`src/rtl/ex_muldiv.sv`:
```
// RV32M iterative multiply/divide unit: 32-cycle shift-add multiply and restoring divide.
// Define MULDIV_FASTPATH_EN to retire divide-by-zero and signed overflow straight from IDLE.
module ex_muldiv (
  input  logic        clk,
  input  logic        reset,
  input  logic        StartE,
  input  logic [2:0]  Funct3E,
  input  logic [31:0] SrcAE,
  input  logic [31:0] SrcBE,
  input  logic        FlushE,
  output logic        StallE,
  output logic        DoneE,
  output logic [31:0] ResultE
);

  typedef enum logic [1:0] {S_IDLE, S_CALC, S_DONE} state_t;

  state_t      r_state, w_next;
  logic [2:0]  r_f3;
  logic [31:0] r_a, r_b;
  logic [63:0] r_acc;
  logic        r_neg, r_neg_a, r_dz, r_ovf;
  logic [5:0]  r_cnt;
  logic [31:0] r_hold;

  logic        w_start, w_sgn_a, w_sgn_b, w_neg_a, w_neg_b, w_dz, w_ovf;
  logic [31:0] w_abs_a, w_abs_b;
  logic [32:0] w_sum, w_rem_sh, w_diff;
  logic [63:0] w_mul_step, w_div_step, w_prod;
  logic [31:0] w_quo, w_rem, w_final;

  assign w_start = (r_state == S_IDLE) & StartE & ~FlushE;
  assign w_sgn_a = (Funct3E == 3'b001) | (Funct3E == 3'b010) |
                   (Funct3E == 3'b100) | (Funct3E == 3'b110);
  assign w_sgn_b = (Funct3E == 3'b001) | (Funct3E == 3'b100) | (Funct3E == 3'b110);
  assign w_neg_a = w_sgn_a & SrcAE[31];
  assign w_neg_b = w_sgn_b & SrcBE[31];
  assign w_abs_a = w_neg_a ? -SrcAE : SrcAE;
  assign w_abs_b = w_neg_b ? -SrcBE : SrcBE;
  assign w_dz    = Funct3E[2] & (SrcBE == '0);
  assign w_ovf   = Funct3E[2] & ~Funct3E[0] & (SrcAE == 32'h8000_0000) & (SrcBE == '1);

  // Multiply: {hi, lo} starts as {0, |A|}; lo bits are consumed as the multiplier.
  assign w_sum      = {1'b0, r_acc[63:32]} + (r_acc[0] ? {1'b0, r_b} : 33'd0);
  assign w_mul_step = {w_sum, r_acc[31:1]};

  // Divide: {rem, quo} starts as {0, |A|}; quotient bits shift in from the right.
  assign w_rem_sh   = {r_acc[63:32], r_acc[31]};
  assign w_diff     = w_rem_sh - {1'b0, r_b};
  assign w_div_step = w_diff[32] ? {w_rem_sh[31:0], r_acc[30:0], 1'b0}
                                 : {w_diff[31:0],   r_acc[30:0], 1'b1};

  assign w_prod = r_neg   ? -r_acc         : r_acc;
  assign w_quo  = r_neg   ? -r_acc[31:0]   : r_acc[31:0];
  assign w_rem  = r_neg_a ? -r_acc[63:32]  : r_acc[63:32];

  // Special cases are forced here so the fast path never depends on r_acc contents.
  always_comb begin
    w_final = '0;
    case (r_f3)
      3'b000:                 w_final = w_prod[31:0];
      3'b001, 3'b010, 3'b011: w_final = w_prod[63:32];
      3'b100, 3'b101: begin
        if (r_dz)       w_final = '1;
        else if (r_ovf) w_final = 32'h8000_0000;
        else            w_final = w_quo;
      end
      default: begin
        if (r_dz)       w_final = r_neg_a ? -r_a : r_a;
        else if (r_ovf) w_final = '0;
        else            w_final = w_rem;
      end
    endcase
  end

  always_comb begin
    w_next = r_state;
    case (r_state)
      S_IDLE: begin
        if (w_start) begin
`ifdef MULDIV_FASTPATH_EN
          w_next = (w_dz | w_ovf) ? S_DONE : S_CALC;
`else
          w_next = S_CALC;
`endif
        end
      end
      S_CALC: begin
        if (FlushE)              w_next = S_IDLE;
        else if (r_cnt == 6'd31) w_next = S_DONE;
      end
      S_DONE:  w_next = S_IDLE;
      default: w_next = S_IDLE;
    endcase
  end

  always_ff @(posedge clk) begin
    if (!reset) r_state <= S_IDLE;
    else        r_state <= w_next;
  end

  always_ff @(posedge clk) begin
    if (!reset) begin
      r_f3    <= '0;
      r_a     <= '0;
      r_b     <= '0;
      r_acc   <= '0;
      r_neg   <= 1'b0;
      r_neg_a <= 1'b0;
      r_dz    <= 1'b0;
      r_ovf   <= 1'b0;
      r_cnt   <= '0;
      r_hold  <= '0;
    end else begin
      if (w_start) begin
        r_f3    <= Funct3E;
        r_a     <= w_abs_a;
        r_b     <= w_abs_b;
        r_acc   <= {32'd0, w_abs_a};
        r_neg   <= w_neg_a ^ w_neg_b;
        r_neg_a <= w_neg_a;
        r_dz    <= w_dz;
        r_ovf   <= w_ovf;
        r_cnt   <= '0;
      end else if (r_state == S_CALC) begin
        r_acc <= r_f3[2] ? w_div_step : w_mul_step;
        r_cnt <= r_cnt + 6'd1;
      end
      if (r_state == S_DONE) r_hold <= w_final;
    end
  end

  assign StallE  = reset & (w_start | (r_state == S_CALC));
  assign DoneE   = (r_state == S_DONE);
  assign ResultE = DoneE ? w_final : r_hold;

endmodule

```
`config.mk`:
```
export PLATFORM = sky130hd
export DESIGN_NAME = ex_muldiv
export DESIGN_NICKNAME = d
export VERILOG_FILES = /design/src/rtl/ex_muldiv.sv
export SDC_FILE = /design/constraint.sdc
export NUM_CORES = 1
export LEC_CHECK = 0
export BUFFER_PORTS_ARGS = -buffer_cell sky130_fd_sc_hd__buf_4
export CELL_PAD_IN_SITES_DETAIL_PLACEMENT = 0
export CELL_PAD_IN_SITES_GLOBAL_PLACEMENT = 2
export CORE_MARGIN = 4
export CORE_UTILIZATION = 30
export DETAILED_ROUTE_END_ITERATION = 8
export GPL_TIMING_DRIVEN = 0
export HOLD_SLACK_MARGIN = 0.03
export PLACE_DENSITY_LB_ADDON = 0.1
export SLEW_MARGIN = 30
export SYNTH_ARGS = -nofsm -noshare
export SYNTH_HDL_FRONTEND = slang
export SYNTH_SLANG_ARGS = --single-unit
```
`constraint.sdc`:
```
create_clock -name clk -period 3.6 [get_ports clk]
set_input_delay 0.72 -clock clk [delete_from_list [all_inputs] [get_ports clk]]
set_output_delay 0.72 -clock clk [all_outputs]
set_load 0.05 [all_outputs]
```
==> Word-level counts from Yosys, hierarchy flattened <==
Index checks and enable logic that the tools add are counted.
{ "op_classes": {"addsub": 9, "magnitude_cmp": 0, "reduce_logical": 8, "n_mul": 0, "n_eq_ne": 16, "n_mux": 21, "shift": 0, "div_mod_pow": 0, "bitwise": 19} }
{ "op_table": {"columns": ["operator", "count"], "rows": [
  ["2-to-1 mux 32 bit", 13],
  ["2-to-1 mux 64 bit", 3],
  ["negator 32 bit", 5],
  ["case mux 32 bit (3 select lines)", 1],
  ["== test 32 bit (second input constant)", 2],
  ["negator 64 bit", 1],
  ["adder 32 x 32 -> 33 bit", 1],
  ["subtractor 33 x 32 -> 33 bit", 1],
  ["zero test 32 bit", 1],
  ["== test 3 bit (second input constant)", 4],
  ["bitwise AND 1 bit", 9],
  ["== test 3 x 2 -> 1 bit (second input constant)", 3],
  ["adder 6 x 1 -> 6 bit (second input constant)", 1],
  ["== test 3 x 1 -> 1 bit (second input constant)", 2],
  ["== test 6 x 5 -> 1 bit (second input constant)", 1],
  ["2-to-1 mux 2 bit", 3],
  ["bitwise OR 1 bit", 6],
  ["case mux 2 bit (2 select lines)", 1],
  ["OR reduction 2 bit", 2],
  ["zero test 3 bit", 1],
  ["inequality test 3 bit (second input constant)", 1],
  ["NOT 1 bit", 3],
  ["OR reduction 3 bit", 1],
  ["== test 2 x 1 -> 1 bit (second input constant)", 1],
  ["6 further kinds", 6]
]} }
{ "totals": {"in_bits": 71, "reg_bits": 175, "rom_bits": 0, "latch_bits": 0, "ramBits": 0, "mem_count": 0, "word_cells": 85} }

==> Longest topological paths before layout <==
{ "logic_depth": {"ltp_word": 7, "depth_mapped": 14, "mapped_depth_nobuf": 12} }

==> Worst setup path after synthesis <==
OpenSTA, ideal clock, no wires.
{ "synth_timing": {"path_type": "reg2out", "startpoint": "register r_acc[0]", "endpoint": "output port ResultE[14]", "path_stages_with_launch": 12, "setup_slack_ps": -1069, "arrival_ps": 3949, "cell_sequence": "dfxtp_1 > inv_1 > clkbuf_1 > ha_1 > or4b_1 > nor3_1 > nand4_1 > or2_1 > o31ai_2 > xnor2_1 > a221oi_1 > o31ai_1"} }
{ "synth_between": {"elab_chain_cells": 6, "word_cells_on_any_way": 8, "classes_between": "2 x add/sub; 6 x mux"} }
{ "synth_rtl": {"columns": ["element", "line_no", "source"], "rows": [
  ["start, declared", "21", "logic [63:0] r_acc;"],
  ["start signal, assigned", "119", "r_acc <= {32'd0, w_abs_a};"],
  ["start signal, assigned", "126", "r_acc <= r_f3[2] ? w_div_step : w_mul_step;"],
  ["negator 32 bit", "54", "assign w_quo = r_neg ? -r_acc[31:0] : r_acc[31:0];"],
  ["2-to-1 mux 32 bit", "54", null],
  ["2-to-1 mux 32 bit", "65", "else if (r_ovf) w_final = 32'h8000_0000;"],
  ["2-to-1 mux 32 bit", "64", "if (r_dz) w_final = '1;"],
  ["case mux 32 bit (3 select lines) *", "60", "case (r_f3)"],
  ["2-to-1 mux 32 bit *", null, null],
  ["end, declared", "13", "output logic [31:0] ResultE"]
]} }
Every way passes the cells marked *; elsewhere a longest branch is shown, timed or not.

==> Final worst setup path <==
{ "layout_timing": {"startpoint": "register r_acc[54]", "endpoint": "output port ResultE[31]"} }
{ "layout_between": {"elab_chain_cells": 6, "word_cells_on_any_way": 8, "classes_between": "2 x add/sub; 6 x mux"} }
{ "layout_rtl": {"columns": ["element", "line_no", "source"], "rows": [
  ["negator 32 bit", "55", "assign w_rem = r_neg_a ? -r_acc[63:32] : r_acc[63:32];"],
  ["2-to-1 mux 32 bit", "55", null],
  ["2-to-1 mux 32 bit", "70", "else if (r_ovf) w_final = '0;"],
  ["2-to-1 mux 32 bit", "69", "if (r_dz) w_final = r_neg_a ? -r_a : r_a;"],
  ["case mux 32 bit (3 select lines) *", "60", null],
  ["2-to-1 mux 32 bit *", null, null]
]} }
Marks and branches as above.

==> results.toml <==
[floorplanning]
placementRows = 84
die_x_microns = 239
dieArea_sq_mm = 0.0573
chipHeight_microns = 239
ioPinCount = 105
core_sq_mm = 0.0528
start_util = 0.305

[synth]
postSynth.asyncResetShare = 0
yosysSeqAreaShare = 0.218
yosysUniqueCellTypes = 80
netlist_instances = 2156
synth_edf_count = 0
avgSynthCellArea_sq_um = 7.45
synth_nets = 2300
ys_seq_elements = 175
synth_warnings = 0
yosys_most_used_dff = "dfxtp_1"
syn_area_sq_mm = 0.0161

[global_routing]
grt_max_degree = 17
overflow = 0
grt_use_total = 0.275
antenna_found_initial = 1
grt_pass1_vias = 17128
grt_pass1_wl_mm = 117

[worst_setup_path]
cp_cell_sequence = "buf_8 > or4_4 > or3_4 > or3_4 > or3_4 > o21ai_1 > xnor2_1 > a221oi_1 > o31ai_4 > buf_6"
crit_top_cell = "or3_4"
crit_slowest_cell = "or4_4"
max_stage_delay_ns = 0.52
crit_arrival_ns = 3.65
end_kind = "primary output"
path_buf_inv = 2
worstPathRequired_ns = 2.88
critPathTopFamily = "simple AND/OR/NAND/NOR gates"
critPathMaxFanout = 2
cp-start-kind = "register"
critical_path_class = "register to primary output"

[detailed_routing]
wl_met2_mm = 34.8
firstDrtPassIters = 5
m1WireLength_mm = 38.5
wl_met3_mm = 4.98
routed.top_layer = "met4"
drt_first_iter_violations = 1561
wire_per_inst_microns = 26.2
totalWireLength_mm = 80.0
vias_per_cell = 5.77
drc = 0
vias = 17618
final_antenna_net_count = 0

[outcome]
status = "complete, but fails checks"
violations = "setup timing"

[cells_and_area]
fin_util = 0.396
diodes = 0
nets = 2500
area_growth_pct = 30.2
drive_above_1_share = 0.219
filler_cell_count = 5545

[timing]
layout_setup_ws_ns = -0.766
fmax_ghz = 0.229
rsz0062_at_grt = "yes"
clock-skew-final_ns = 0.0219
fin_crit_sh = 1.21
slew_viol_final = 0
finalSetupViolCount = 32
hold_viol_final = 0
fin_crit_ns = 4.37
worst-slew-pin-transition_ns = 1.00
slew_headroom = 0.330
finalHoldWorstSlack_ns = 0.462

[power_and_ir_drop]
power.density_mw_per_mm2 = 332
p_leak_uw = 0.00836
power_uw = 6940
ir_worst_vdd_mv = 0.360

[cts]
ctsHoldBuffers = 0
cts_buffers = 17
cts_root_buf = "clkbuf_16"
cts_max_path_buffers = 2
h-tree-depth = 4
clock-sinks = 175
cts_tree = "built"
clk_pin_slew_ns = 0.07
clkLatencyLatePin_ns = 0.50

[placement]
portBuffers = 102
gp_congestion = 1.01
hpwl_mm = 63.7

[run]
maxCapViolations = 0

[hold_path]
hold_class = "input pin to register"
[flip-flops by register name (all words and copies together) (netlist names)]
register / flops
r_state: 2
r_hold: 32
r_a: 32
r_ovf: 1
r_cnt: 6
r_acc: 64
r_dz: 1
r_f3: 3
r_b: 32
r_neg_a: 1
r_neg: 1
[synth_stat cells (all sizes together) (5+ instances only)]
cell | instances | area, sq um
o221ai | 11 | 96.3
or2 | 7 | 43.8
a21oi | 122 | 611
a221oi | 47 | 412
a211o | 7 | 61.3
a21o | 26 | 195
or3 | 21 | 141
nand2b | 16 | 100
nand3 | 36 | 185
nand2 | 270 | 1010
o211a | 47 | 470
ha | 71 | 888
and2 | 67 | 419
nor2 | 151 | 574
a31oi | 14 | 87.6
inv | 58 | 218
o21ai | 158 | 791
nand3b | 9 | 67.6
nor3 | 43 | 215
dfxtp | 175 | 3500
o41ai | 21 | 218
and3 | 12 | 75.1
a211oi | 25 | 193
o21a | 13 | 97.6
a31o | 7 | 61.3
and4 | 5 | 43.8
xor2 | 62 | 543
mux2i | 58 | 581
o211ai | 42 | 315
a21boi | 12 | 90.1
o22ai | 11 | 68.8
xnor2 | 165 | 1450
nor4 | 25 | 163
buf | 19 | 90.1
o31ai | 63 | 478
o21bai | 11 | 82.6
clkbuf | 139 | 522
o311a | 5 | 50.1
or4 | 26 | 203
nand4 | 24 | 150
nor2b | 12 | 75.1
[routing by layer]
layer	GRT usage	vias up
met2	0.426	586
met1	0.398	8663
li1	-	8285
met5	0	-
met4	0.0579	0
met3	0.0496	84
[final timing paths]
| path | start | to | slack [ns] | cells after the start |
|---|---|---|---|---|
| setup / recovery | r_acc[54] | ResultE[31] | -0.77 | 10 |
| hold / removal | SrcBE[31] | r_dz | 0.46 | 2 |
| setup reg to reg | r_acc[0] | r_acc[61] | 0.12 | 15 |
| hold reg to reg | r_hold[23] | r_hold[23] | 0.48 | 2 |
[cell type report]
type | instances | area, sq um | share of cell area
plain buffers | 148 | 779 | 0.0373
clock buffers | 22 | 464 | 0.0222
clock inverters | 9 | 103 | 0.00491
inverters | 58 | 225 | 0.0108
multi-input cells | 1765 | 13300 | 0.636
flip-flops and latches | 175 | 3570 | 0.171
well taps | 688 | 861 | 0.0412
repair buffers | 191 | 1610 | 0.0770
[timing repair]
action | 4_1_cts | 5_1_grt
setup buffers | 58 | 35
gates cloned | 0 | 0
endpoints found under the setup margin | 80 | 65
pin swaps | 76 | 71
resized for setup | 305 | 103
[kinds of logic after synthesis]
family,after synthesis,synth area share
multiplexers,61,0.0382
XOR/XNOR,227,0.124
flip-flops,175,0.218
AO/OA/AOI/OAI,665,0.286
AND/OR/NAND/NOR,739,0.225
buffers and inverters,216,0.0516
adder cells (fa/ha/maj),73,0.0578
[per-stage QoR]
| step | worst slack (ns) | cells | setup TNS [ns] | cell area, sq um |
|---|---|---|---|---|
| global route | -0.806 | 3056 | -18.78 | 20900 |
| detailed placement | -1.04 | 2948 | -47.98 | 18100 |
| finish | -0.766 | 3056 | -15.80 | 20900 |
| CTS | -0.774 | 3031 | -15.57 | 20300 |
| floorplan | -0.111 | 2156 | -0.194 | 16400 |
| global placement | -1.04 | 2946 | -52.71 | 18000 |
[where the power goes]
part	total [uW]	internal [uW]	switching, uW
registers	2200	2030	169
clock network	1940	1000	940
logic	2800	1080	1720
[placed cells by master, fill, tap and decap left out, types with 16 or more instances in the layout]
cell       count
a21oi_1      114
o211a_1       46
and2_1        65
inv_1         55
xnor2_1      151
clkbuf_1     101
a21o_1        26
o31ai_1       34
nand3_1       34
buf_6         40
a211oi_1      16
nand4_1       24
o31ai_4       21
dfxtp_1      147
nor3_1        32
or4_1         17
buf_4        151
o211ai_1      42
xor2_1        57
nand2_1      262
o21ai_0      133
ha_1          68
mux2i_1       56
a221oi_1      27
nor2_1       145
clkbuf_16     20
No activity file was read; power rests on OpenSTA's default activity.
